--- src/rtl/ctrl_pkg.sv ---
`default_nettype none
// ============================================================================
//  Module   : ctrl_pkg
//  Purpose  : Shared types, opcode constants and IR field positions for the
//             instruction sequencer.
//  Revision : 1.0 - initial release
// ============================================================================
package ctrl_pkg;

  typedef enum logic [3:0] {
    S_IDLE  = 4'd0,
    S_RD_A  = 4'd1,
    S_RD_B  = 4'd2,
    S_EXEC  = 4'd3,
    S_WB    = 4'd4,
    S_WBF   = 4'd5,
    S_LD_WR = 4'd6,
    S_FIN   = 4'd7,
    S_ILL   = 4'd8
  } state_t;

  typedef enum logic [1:0] {
    CLS_ALU  = 2'd0,
    CLS_LOAD = 2'd1,
    CLS_NOP  = 2'd2,
    CLS_ILL  = 2'd3
  } iclass_t;

  localparam logic [3:0] OP_LOAD = 4'b1000;
  localparam logic [3:0] OP_NOP  = 4'b1001;

  localparam logic [2:0] FLAG_ADDR_DEFAULT = 3'd7;

  localparam int OP_HI   = 14;
  localparam int OP_LO   = 12;
  localparam int DST_HI  = 9;
  localparam int DST_LO  = 8;
  localparam int SRCA_HI = 5;
  localparam int SRCA_LO = 4;
  localparam int SRCB_HI = 1;
  localparam int SRCB_LO = 0;

  // Class is fully determined by the top nibble of the instruction word.
  function automatic iclass_t classify(input logic [3:0] opc);
    iclass_t c;
    if (!opc[3])              c = CLS_ALU;
    else if (opc == OP_LOAD)  c = CLS_LOAD;
    else if (opc == OP_NOP)   c = CLS_NOP;
    else                      c = CLS_ILL;
    return c;
  endfunction

endpackage
`default_nettype wire

--- src/rtl/instr_sequencer_if.sv ---
`default_nettype none
// ============================================================================
//  Module   : instr_sequencer_if
//  Purpose  : Instruction handshake, register-file and ALU signals of the
//             sequencer, with sequencer (master) and datapath (slave) views.
//  Revision : 1.0 - initial release
// ============================================================================
interface instr_sequencer_if #(
  parameter int DW = 8
);
  logic [15:0]   ir_data;
  logic          ir_valid;
  logic          ir_ready;
  logic [2:0]    rf_addr;
  logic          rf_rd;
  logic          rf_wr;
  logic [DW-1:0] rf_wdata;
  logic [DW-1:0] rf_rdata;
  logic [DW-1:0] alu_a;
  logic [DW-1:0] alu_b;
  logic [2:0]    alu_op;
  logic [DW-1:0] alu_result;
  logic          alu_cy;
  logic          alu_zero;
  logic          done;
  logic          illegal;

  modport master (
    input  ir_data, ir_valid, rf_rdata, alu_result, alu_cy, alu_zero,
    output ir_ready, rf_addr, rf_rd, rf_wr, rf_wdata, alu_a, alu_b, alu_op,
           done, illegal
  );

  modport slave (
    output ir_data, ir_valid, rf_rdata, alu_result, alu_cy, alu_zero,
    input  ir_ready, rf_addr, rf_rd, rf_wr, rf_wdata, alu_a, alu_b, alu_op,
           done, illegal
  );
endinterface
`default_nettype wire

--- src/rtl/instr_decode.sv ---
`default_nettype none
// ============================================================================
//  Module   : instr_decode
//  Purpose  : Combinational field extraction of a 16-bit instruction word.
//  Revision : 1.0 - initial release
// ============================================================================
module instr_decode
  import ctrl_pkg::*;
#(
  parameter int DW = 8
) (
  input  logic [15:0]   ir,
  output iclass_t       cls,
  output logic [2:0]    dst,
  output logic [2:0]    src_a,
  output logic [2:0]    src_b,
  output logic [2:0]    alu_op,
  output logic [DW-1:0] imm
);

  logic unused_ir;

  assign cls    = classify(ir[15:12]);
  assign dst    = {1'b0, ir[DST_HI:DST_LO]};
  assign src_a  = {1'b0, ir[SRCA_HI:SRCA_LO]};
  assign src_b  = {1'b0, ir[SRCB_HI:SRCB_LO]};
  assign alu_op = ir[OP_HI:OP_LO];
  // Pad bits between fields carry no meaning.
  assign unused_ir = ^ir;

  generate
    if (DW <= 16) begin : g_imm_trunc
      assign imm = ir[DW-1:0];
    end else begin : g_imm_ext
      assign imm = {{(DW-16){1'b0}}, ir};
    end
  endgenerate

endmodule
`default_nettype wire

--- src/rtl/instr_sequencer.sv ---
`default_nettype none
// ============================================================================
//  Module   : instr_sequencer
//  Purpose  : Multi-cycle FSM that fetches, decodes and steps one instruction
//             through the register file and ALU, one step per clock.
//  Revision : 1.0 - initial release
// ============================================================================
module instr_sequencer
  import ctrl_pkg::*;
#(
  parameter int         DW        = 8,
  parameter logic [2:0] FLAG_ADDR = FLAG_ADDR_DEFAULT
) (
  input  logic               clk,
  input  logic               rst_n,
  instr_sequencer_if.master  bus
);

  state_t        r_state;
  state_t        w_next;
  logic [15:0]   r_ir;
  logic [15:0]   w_ir;
  logic [2:0]    r_alu_op;
  logic [DW-1:0] r_alu_a;
  logic [DW-1:0] r_alu_b;
  logic          r_cy;
  logic          r_zero;

  iclass_t       w_cls;
  logic [2:0]    w_dst;
  logic [2:0]    w_src_a;
  logic [2:0]    w_src_b;
  logic [2:0]    w_alu_op;
  logic [DW-1:0] w_imm;
  logic [DW-1:0] w_flags;

  logic          w_ir_ready;
  logic          w_rf_rd;
  logic          w_rf_wr;
  logic [2:0]    w_rf_addr;
  logic [DW-1:0] w_rf_wdata;
  logic          w_done;
  logic          w_illegal;
  logic          w_accept;

  // In IDLE the live word picks the next state; afterwards the latched copy drives the fields.
  assign w_ir     = (r_state == S_IDLE) ? bus.ir_data : r_ir;
  assign w_accept = w_ir_ready & bus.ir_valid;

  instr_decode #(.DW(DW)) u_decode (
    .ir     (w_ir),
    .cls    (w_cls),
    .dst    (w_dst),
    .src_a  (w_src_a),
    .src_b  (w_src_b),
    .alu_op (w_alu_op),
    .imm    (w_imm)
  );

  always_ff @(posedge clk or negedge rst_n) begin
    if (!rst_n) begin
      r_state  <= S_IDLE;
      r_ir     <= '0;
      r_alu_op <= '0;
      r_alu_a  <= '0;
      r_alu_b  <= '0;
      r_cy     <= 1'b0;
      r_zero   <= 1'b0;
    end else begin
      r_state <= w_next;
      if (w_accept) begin
        r_ir     <= bus.ir_data;
        r_alu_op <= w_alu_op;
      end
      if (r_state == S_RD_B) r_alu_a <= bus.rf_rdata;
      if (r_state == S_EXEC) r_alu_b <= bus.rf_rdata;
      if (r_state == S_WB) begin
        r_cy   <= bus.alu_cy;
        r_zero <= bus.alu_zero;
      end
    end
  end

  always_comb begin
    w_next          = r_state;
    w_ir_ready      = 1'b0;
    w_rf_rd         = 1'b0;
    w_rf_wr         = 1'b0;
    w_rf_addr       = '0;
    w_rf_wdata      = '0;
    w_done          = 1'b0;
    w_illegal       = 1'b0;
    w_flags         = '0;
    w_flags[DW-1]   = r_cy;
    w_flags[DW-2]   = r_zero;
    case (r_state)
      S_IDLE: begin
        w_ir_ready = 1'b1;
        if (bus.ir_valid) begin
          case (w_cls)
            CLS_ALU:  w_next = S_RD_A;
            CLS_LOAD: w_next = S_LD_WR;
            CLS_NOP:  w_next = S_FIN;
            default:  w_next = S_ILL;
          endcase
        end
      end
      S_RD_A: begin
        w_rf_rd   = 1'b1;
        w_rf_addr = w_src_a;
        w_next    = S_RD_B;
      end
      S_RD_B: begin
        w_rf_rd   = 1'b1;
        w_rf_addr = w_src_b;
        w_next    = S_EXEC;
      end
      S_EXEC: w_next = S_WB;
      S_WB: begin
        w_rf_wr    = 1'b1;
        w_rf_addr  = w_dst;
        w_rf_wdata = bus.alu_result;
        w_next     = S_WBF;
      end
      S_WBF: begin
        w_rf_wr    = 1'b1;
        w_rf_addr  = FLAG_ADDR;
        w_rf_wdata = w_flags;
        w_done     = 1'b1;
        w_next     = S_IDLE;
      end
      S_LD_WR: begin
        w_rf_wr    = 1'b1;
        w_rf_addr  = w_dst;
        w_rf_wdata = w_imm;
        w_done     = 1'b1;
        w_next     = S_IDLE;
      end
      S_FIN: begin
        w_done = 1'b1;
        w_next = S_IDLE;
      end
      S_ILL: begin
        w_illegal = 1'b1;
        w_done    = 1'b1;
        w_next    = S_IDLE;
      end
      default: w_next = S_IDLE;
    endcase
  end

  assign bus.ir_ready = w_ir_ready;
  assign bus.rf_rd    = w_rf_rd;
  assign bus.rf_wr    = w_rf_wr;
  assign bus.rf_addr  = w_rf_addr;
  assign bus.rf_wdata = w_rf_wdata;
  assign bus.done     = w_done;
  assign bus.illegal  = w_illegal;
  assign bus.alu_a    = r_alu_a;
  assign bus.alu_b    = r_alu_b;
  assign bus.alu_op   = r_alu_op;

endmodule
`default_nettype wire

--- src/flat_wrapper.sv ---
// flat-port wrapper written by rule: the top's interface ports become plain ports
module instr_sequencer_flat import ctrl_pkg::*;
#(
  parameter int         DW        = 8,
  parameter logic [2:0] FLAG_ADDR = FLAG_ADDR_DEFAULT
)
  (clk, rst_n, bus_ir_data, bus_ir_valid, bus_rf_rdata, bus_alu_result, bus_alu_cy, bus_alu_zero, bus_ir_ready, bus_rf_addr, bus_rf_rd, bus_rf_wr, bus_rf_wdata, bus_alu_a, bus_alu_b, bus_alu_op, bus_done, bus_illegal);
  instr_sequencer_if #(.DW(DW)) bus_i ();
  input  logic clk;
  input  logic rst_n;
  input wire logic [$bits(bus_i.ir_data)-1:0] bus_ir_data;
  input wire logic [$bits(bus_i.ir_valid)-1:0] bus_ir_valid;
  input wire logic [$bits(bus_i.rf_rdata)-1:0] bus_rf_rdata;
  input wire logic [$bits(bus_i.alu_result)-1:0] bus_alu_result;
  input wire logic [$bits(bus_i.alu_cy)-1:0] bus_alu_cy;
  input wire logic [$bits(bus_i.alu_zero)-1:0] bus_alu_zero;
  output wire logic [$bits(bus_i.ir_ready)-1:0] bus_ir_ready;
  output wire logic [$bits(bus_i.rf_addr)-1:0] bus_rf_addr;
  output wire logic [$bits(bus_i.rf_rd)-1:0] bus_rf_rd;
  output wire logic [$bits(bus_i.rf_wr)-1:0] bus_rf_wr;
  output wire logic [$bits(bus_i.rf_wdata)-1:0] bus_rf_wdata;
  output wire logic [$bits(bus_i.alu_a)-1:0] bus_alu_a;
  output wire logic [$bits(bus_i.alu_b)-1:0] bus_alu_b;
  output wire logic [$bits(bus_i.alu_op)-1:0] bus_alu_op;
  output wire logic [$bits(bus_i.done)-1:0] bus_done;
  output wire logic [$bits(bus_i.illegal)-1:0] bus_illegal;
  assign bus_i.ir_data = bus_ir_data;
  assign bus_i.ir_valid = bus_ir_valid;
  assign bus_i.rf_rdata = bus_rf_rdata;
  assign bus_i.alu_result = bus_alu_result;
  assign bus_i.alu_cy = bus_alu_cy;
  assign bus_i.alu_zero = bus_alu_zero;
  assign bus_ir_ready = bus_i.ir_ready;
  assign bus_rf_addr = bus_i.rf_addr;
  assign bus_rf_rd = bus_i.rf_rd;
  assign bus_rf_wr = bus_i.rf_wr;
  assign bus_rf_wdata = bus_i.rf_wdata;
  assign bus_alu_a = bus_i.alu_a;
  assign bus_alu_b = bus_i.alu_b;
  assign bus_alu_op = bus_i.alu_op;
  assign bus_done = bus_i.done;
  assign bus_illegal = bus_i.illegal;
  instr_sequencer #(.DW(DW), .FLAG_ADDR(FLAG_ADDR)) u_core (.clk(clk), .rst_n(rst_n), .bus(bus_i));
endmodule
--- config.mk ---
export PLATFORM = sky130hd
export DESIGN_NAME = instr_sequencer_flat
export DESIGN_NICKNAME = d
export VERILOG_FILES = /design/src/rtl/ctrl_pkg.sv /design/src/rtl/instr_sequencer_if.sv /design/src/rtl/instr_decode.sv /design/src/rtl/instr_sequencer.sv /design/src/flat_wrapper.sv
export SDC_FILE = /design/constraint.sdc
export NUM_CORES = 1
export LEC_CHECK = 0
export CAP_MARGIN = 25
export CORE_MARGIN = 10
export CORE_UTILIZATION = 47
export DETAILED_ROUTE_END_ITERATION = 10
export HOLD_SLACK_MARGIN = 0.05
export PLACE_DENSITY = 0.95
export RECOVER_POWER = 100
export REMOVE_ABC_BUFFERS = 1
export SLEW_MARGIN = 20
export SYNTH_ARGS = -nofsm -noshare
export SYNTH_HDL_FRONTEND = slang
export SYNTH_SLANG_ARGS = --single-unit
export TNS_END_PERCENT = 10
--- constraint.sdc ---
create_clock -name clk -period 3.1 [get_ports clk]
set_input_delay 0.62 -clock clk [delete_from_list [all_inputs] [get_ports clk]]
set_output_delay 0.62 -clock clk [all_outputs]
set_load 0.01 [all_outputs]
* Word-level counts from Yosys, hierarchy flattened
Index checks and enable logic that the tools add are counted.
** Storage, ports and cells
- Flip-flop bits (word level) :: 41
- Bits in latches :: 0
- RAM bits :: 0
- ROM bits :: 0
- Input port bits :: 37
- Output and inout bits :: 35
- Memories kept :: 0
** Cells by class
- $add $sub $neg :: 0
- Multiply operators :: 0
- Divide/modulo/power cells :: 0
- Order comparisons :: 0
- Equality and inequality tests :: 13
- Shifts and indexed selects :: 0
- Muxes and demuxes :: 14
- Bitwise gates (word level) :: 1
- Reduce and logical (&&, ||, !) cells :: 6
** Operators with widths (count)
- case mux 8 bit (3 select lines) :: 1
- case mux 4 bit (5 select lines) :: 1
- equality test 4 x 3 -> 1 bit, second input constant :: 4
- 2-to-1 mux 16 bit :: 1
- equality test 4 bit, second input constant :: 3
- case mux 3 bit (4 select lines) :: 1
- case mux 4 bit (3 select lines) :: 1
- equality test 4 x 2 -> 1 bit, second input constant :: 2
- 2-to-1 mux 1 bit :: 6
- equality test 4 x 1 -> 1 bit, second input constant :: 1
- logical NOT 4 bit :: 1
- 2-to-1 mux 2 bit :: 2
- 2-to-1 mux 4 bit :: 1
- OR reduction 2 bit :: 2
- OR reduction 4 bit :: 1
- OR reduction 3 bit :: 1
- equality test 2 x 1 -> 1 bit, second input constant :: 1
- equality test 2 bit, second input constant :: 1
- logical NOT 2 bit :: 1
- inequality test 2 bit, second input constant :: 1
- bitwise AND 1 bit :: 1

* Logic depth before layout (Yosys ltp)
- Depth after elaboration :: 10
- Gate-level depth with buffers :: 9

* Hierarchy
Synthesis repeated with hierarchy kept, for this count alone.
** Unflattened totals
- Cell total of the unflattened synthesis :: 196
- Area, all modules :: 2326.0 µm²
** By module, submodules not included
- instr_sequencer :: instances 1, cells an instance 172, area each 2152.1 µm², seq. area each 1026.0 µm²
- instr_decode :: instances 1, cells an instance 24, area each 173.9 µm², seq. area each 0.0 µm²

* Least setup slack after synthesis
No wires, ideal clock.
- Path type :: register to output
- From :: register u_core.r_state[2]
- To :: output bus_done
- Arrival :: 1459 ps
- Required time :: 2480 ps
- Path slack :: 1021 ps
- Stages on the path, launching flop included :: 5
- Path buffers :: 2
- Cell sequence :: dfrtp_1 -> clkbuf_1 -> clkbuf_1 -> nor4b_1 -> o21bai_1
** On the way
- Cells in the longest elaborated chain, start to end :: 3
- Elaborated cells between the ends (all ways) :: 6
- Those cells by class :: eq/ne: 4; mux: 1; reduce/logical: 1
** RTL lines
- from (decl) :: line instr_sequencer.sv:19 : state_t r_state;
- from (signal assigned) :: line instr_sequencer.sv:70 : r_state <= w_next;
- equality test 4 x 3 -> 1 bit / equality test 4 bit (equally long branches) :: line instr_sequencer.sv:96 : case (r_state)
- OR reduction 4 bit (no source line) (*)
- 2-to-1 mux 1 bit (*) :: line instr_sequencer.sv:96
- to (decl) :: line flat_wrapper.sv:25 : output wire logic [$bits(bus_i.done)-1:0] bus_done;
Mark *: on every way between the ends. The rest lies on a longest branch, timed or not.

* Worst setup path in the final report
- From :: register u_core.r_state[0]
- To :: output bus_ir_ready
** On the way
- Cells in the longest elaborated chain, start to end :: 2
** RTL lines
- logical NOT 4 bit :: line instr_sequencer.sv:96
- 2-to-1 mux 1 bit :: line instr_sequencer.sv:96
- to (decl) :: line flat_wrapper.sv:17 : output wire logic [$bits(bus_i.ir_ready)-1:0] bus_ir_ready;
No other way between the ends.

==> run_results.csv <==
group,metric,value,unit
outcome,status,"complete, but fails checks",
outcome,violations,"capacitance limit, slew limit",
detailed_routing,ant_nets,0,
cts,cts_sinks,39,
floorplanning,die-area,6990,um2
min_path,holdPathStages,1,
placed_design,dpl.hpwl,3480,um
min_path,hp-start,"u_core.bus.alu_op[2]$_DFFE_PN0P_",
synthesis,synth.avg_cell_area,12.9,um2
cts,numCtsBuffers,5,
detailed_routing,wl_met2,2240,um
cts,cts-hold-fix-buffers,0,
detailed_routing,detail_route.wirelength,4500,um
synthesis,syn_inst,147,
timing,slew_headroom,-0.365,
synthesis,yosys.area.top_type,"dfrtp_1",
detailed_routing,vias,1385,
synthesis,synth-async-reset-ratio,1.00,
global_routing,grt_usage,0.131,
global_routing,grt-ovfl-total,0,
min_path,hold_class,"flip-flop to flip-flop",
critical_path,path_class,"flip-flop to primary output",
power_and_ir_drop,ir_drop,569,uV
critical_path,reg2reg_from,"u_core.r_state[0]$_DFFE_PN0P_",
cts,h-tree-depth,2,
min_path,hold_end,"u_core.bus.alu_op[2]$_DFFE_PN0P_",
placed_design,gp_congestion,0.807,
cells_and_area,antennaDiodeCount,0,
cells_and_area,drive_gt1_frac,0.169,
cts,cts_setup_buffers,0,
cts,clk_path_buf_depth,2,
cts,ctsResizeCount,0,
synthesis,ys_ff_latch,39,
power_and_ir_drop,power_leakage,1.13,nW
cells_and_area,nets,256,
synthesis,synthTopCellsByCount,"39 x dfrtp_1, 25 x mux2_2, 10 x mux2_4, 10 x nor2_1, 8 x mux2i_1",
synthesis,ys_warn_count,0,
power_and_ir_drop,power_density,967,nW/um2
detailed_routing,drt-initial-drc-count,58,
critical_path,cp.arrival,2.28,ns
cells_and_area,fillCellCount,309,
timing,finalSetupViolCount,0,
cts,cts_tree,"built",
timing,fin_crit_sh,0.936,
floorplanning,fp.coreArea,3940,um2
global_routing,antenna_found_initial,0,
synthesis,ys_top_cells_by_area,"dfrtp_1 51%, mux2_2 15%, mux2_4 7.9%, mux2i_1 4.2%, nor2_1 2.0%",
placed_design,port_buffers,69,
cts,clkLatencyLatePin,0.28,ns
critical_path,crit_path_start_kind,"flip-flop",
cells_and_area,register_area,976,um2
floorplanning,pin_count,72,
global_routing,grt_max_degree,40,
cells_and_area,multi_input_area,818,um2
timing,slew_viol_final,40,
timing,timing.setup.tns,0,ns
global_routing,grt_pass1_vias,1526,
synthesis,ys_seq_area_frac,0.513,
synthesis,synthFlopType,"dfrtp_1",
cells_and_area,area.growth.synth_to_final,39.1,%
critical_path,reg2regPathDepth,4,
synthesis,synthesis.area,1900,um2
synthesis,ys_types,37,
timing,whs,0.496,ns
critical_path,crit_path_end_kind,"primary output",
cts,cts_root_buf,"clkbuf_8",
detailed_routing,wirelength_met1,1870,um
cts,clk_pin_slew_worst_paths,0.07,ns
timing,hold_violations,0,
detailed_routing,viasPerCell,5.15,
timing,tightestPinTransition,2.05,ns
detailed_routing,top_layer,"met4",
critical_path,cp_max_fo,17,
timing,finalClockSkew,0.00349,ns
critical_path,crit_required,2.48,ns
detailed_routing,drcViolationCount,0,
detailed_routing,wl_met3,328,um
global_routing,grt_first_pass_wirelength,7670,um
detailed_routing,wl_per_cell,16.7,um
floorplanning,rows,23,
detailed_routing,drt_pass1_iterations,4,
critical_path,r2r-end,"u_core.r_ir[9]$_DFFE_PN0P_",
floorplanning,die_x,83.6,um
synthesis,synth_top_area_frac,0.513,
synthesis,yosysMostFrequentCell,"dfrtp_1",
job,cap_violations,1,
floorplanning,start_util,0.482,
timing,rsz0062_at_grt,"no",
floorplanning,die_h,83.6,um
timing,fmax,345,MHz
synthesis,synth_edf_count,0,
timing,fin_crit,2.90,ns
critical_path,reg2reg_slack,0.65,ns
## cell families (layout without fill, tap and decap cells)
group                      count (synthesis)  after routing  synth area share
DFF                                       39             39             0.513
muxes                                     43             43             0.269
buffers and inverters                     10             82            0.0250
adders and majority gates                  1              1           0.00658
xor gates and xnor gates                   1              1           0.00461
and+or+nand+nor                           34             34             0.102
AOI/OAI and AO/OA                         19             19            0.0790
## metrics by stage
step | cell area [um2] | utilization | worst slack [ns] | total power [mW] | cells
after detailed placement | 2630 | 0.667 | 0.373 | 2.45 | 261
after global placement | 2630 | 0.667 | 0.397 | 2.40 | 261
final | 2640 | 0.671 | 0.198 | 2.56 | 269
after CTS | 2710 | 0.687 | 0.257 | 2.78 | 269
after floorplan | 1870 | - | 0.806 | 1.79 | 140
after global routing | 2640 | 0.671 | 0.0900 | 2.76 | 269
## routing by layer
| metal | track usage | up-vias |
|---|---|---|
| met5 | 0 | - |
| met1 | 0.151 | 671 |
| met2 | 0.213 | 37 |
| met4 | 0.0457 | 0 |
| met3 | 0.0527 | 6 |
| li1 | - | 671 |
## critical path, stage by stage, from the launching register on
cell,delay (ns)
dfrtp_1,0.55
or4_1,0.66
clkinvlp_2,0.17
dlygate4sd3_1,0.62
## how the worst max path moves through the flow
stage / slack, ns / endpoint / start
floorplan: 0.81 / u_core.r_state[2]$_DFFE_PN0P_ / u_core.r_state[1]$_DFFE_PN0P_
global placement: 0.40 / bus_rf_wdata[7] / bus_alu_result[7]
global route: 0.09 / bus_rf_addr[1] / u_core.r_state[1]$_DFFE_PN0P_
detailed placement: 0.37 / bus_rf_wdata[7] / bus_alu_result[7]
finish: 0.20 / bus_ir_ready / u_core.r_state[0]$_DFFE_PN0P_
CTS: 0.26 / bus_rf_addr[1] / u_core.r_state[1]$_DFFE_PN0P_
## where the power goes
group	internal [mW]	leakage, nW	switching (mW)
combinational	0.739	0.625	0.527
clock	0.158	0.0422	0.162
sequential	0.767	0.465	0.204
total	1.66	1.13	0.893
## sequential cells by signal, summed over array words and instances (netlist names)
signal / count
u_core.r_ir: 14
u_core.bus.alu_a: 8
u_core.bus.alu_b: 8
u_core.r_state: 4
u_core.bus.alu_op: 3
u_core.r_cy: 1
u_core.r_zero: 1
## layout by cell type, fill, tap and decap left out, drive strengths merged
cell / count
a22oi: 2
clkinvlp: 1
o41ai: 1
a211oi: 2
nor4b: 1
or2: 2
o21bai: 1
nor2b: 2
nand2b: 3
mux2i: 8
o21ba: 2
dlygate4sd3: 33
o22a: 1
nand2: 6
clkdlybuf4s50: 35
xor2: 1
a21o: 1
nor3b: 2
nor2: 10
o22ai: 1
a32o: 1
clkinv: 1
inv: 2
mux2: 35
o2bb2ai: 2
and2: 1
a2bb2oi: 1
dfrtp: 39
or4: 1
clkbuf: 10
ha: 1
a21oi: 3
and3: 1
nor3: 5
o32a: 1
## cell type report
class | instances | area share
clock buffer | 7 | 0.0289
timing repair buffer | 71 | 0.262
tap | 50 | 0.0237
sequential | 39 | 0.369
multi-input combinational | 98 | 0.310
inverter | 3 | 0.00473
clock inverter | 1 | 0.00189
Note: power is estimated with default switching activity, not from simulation.
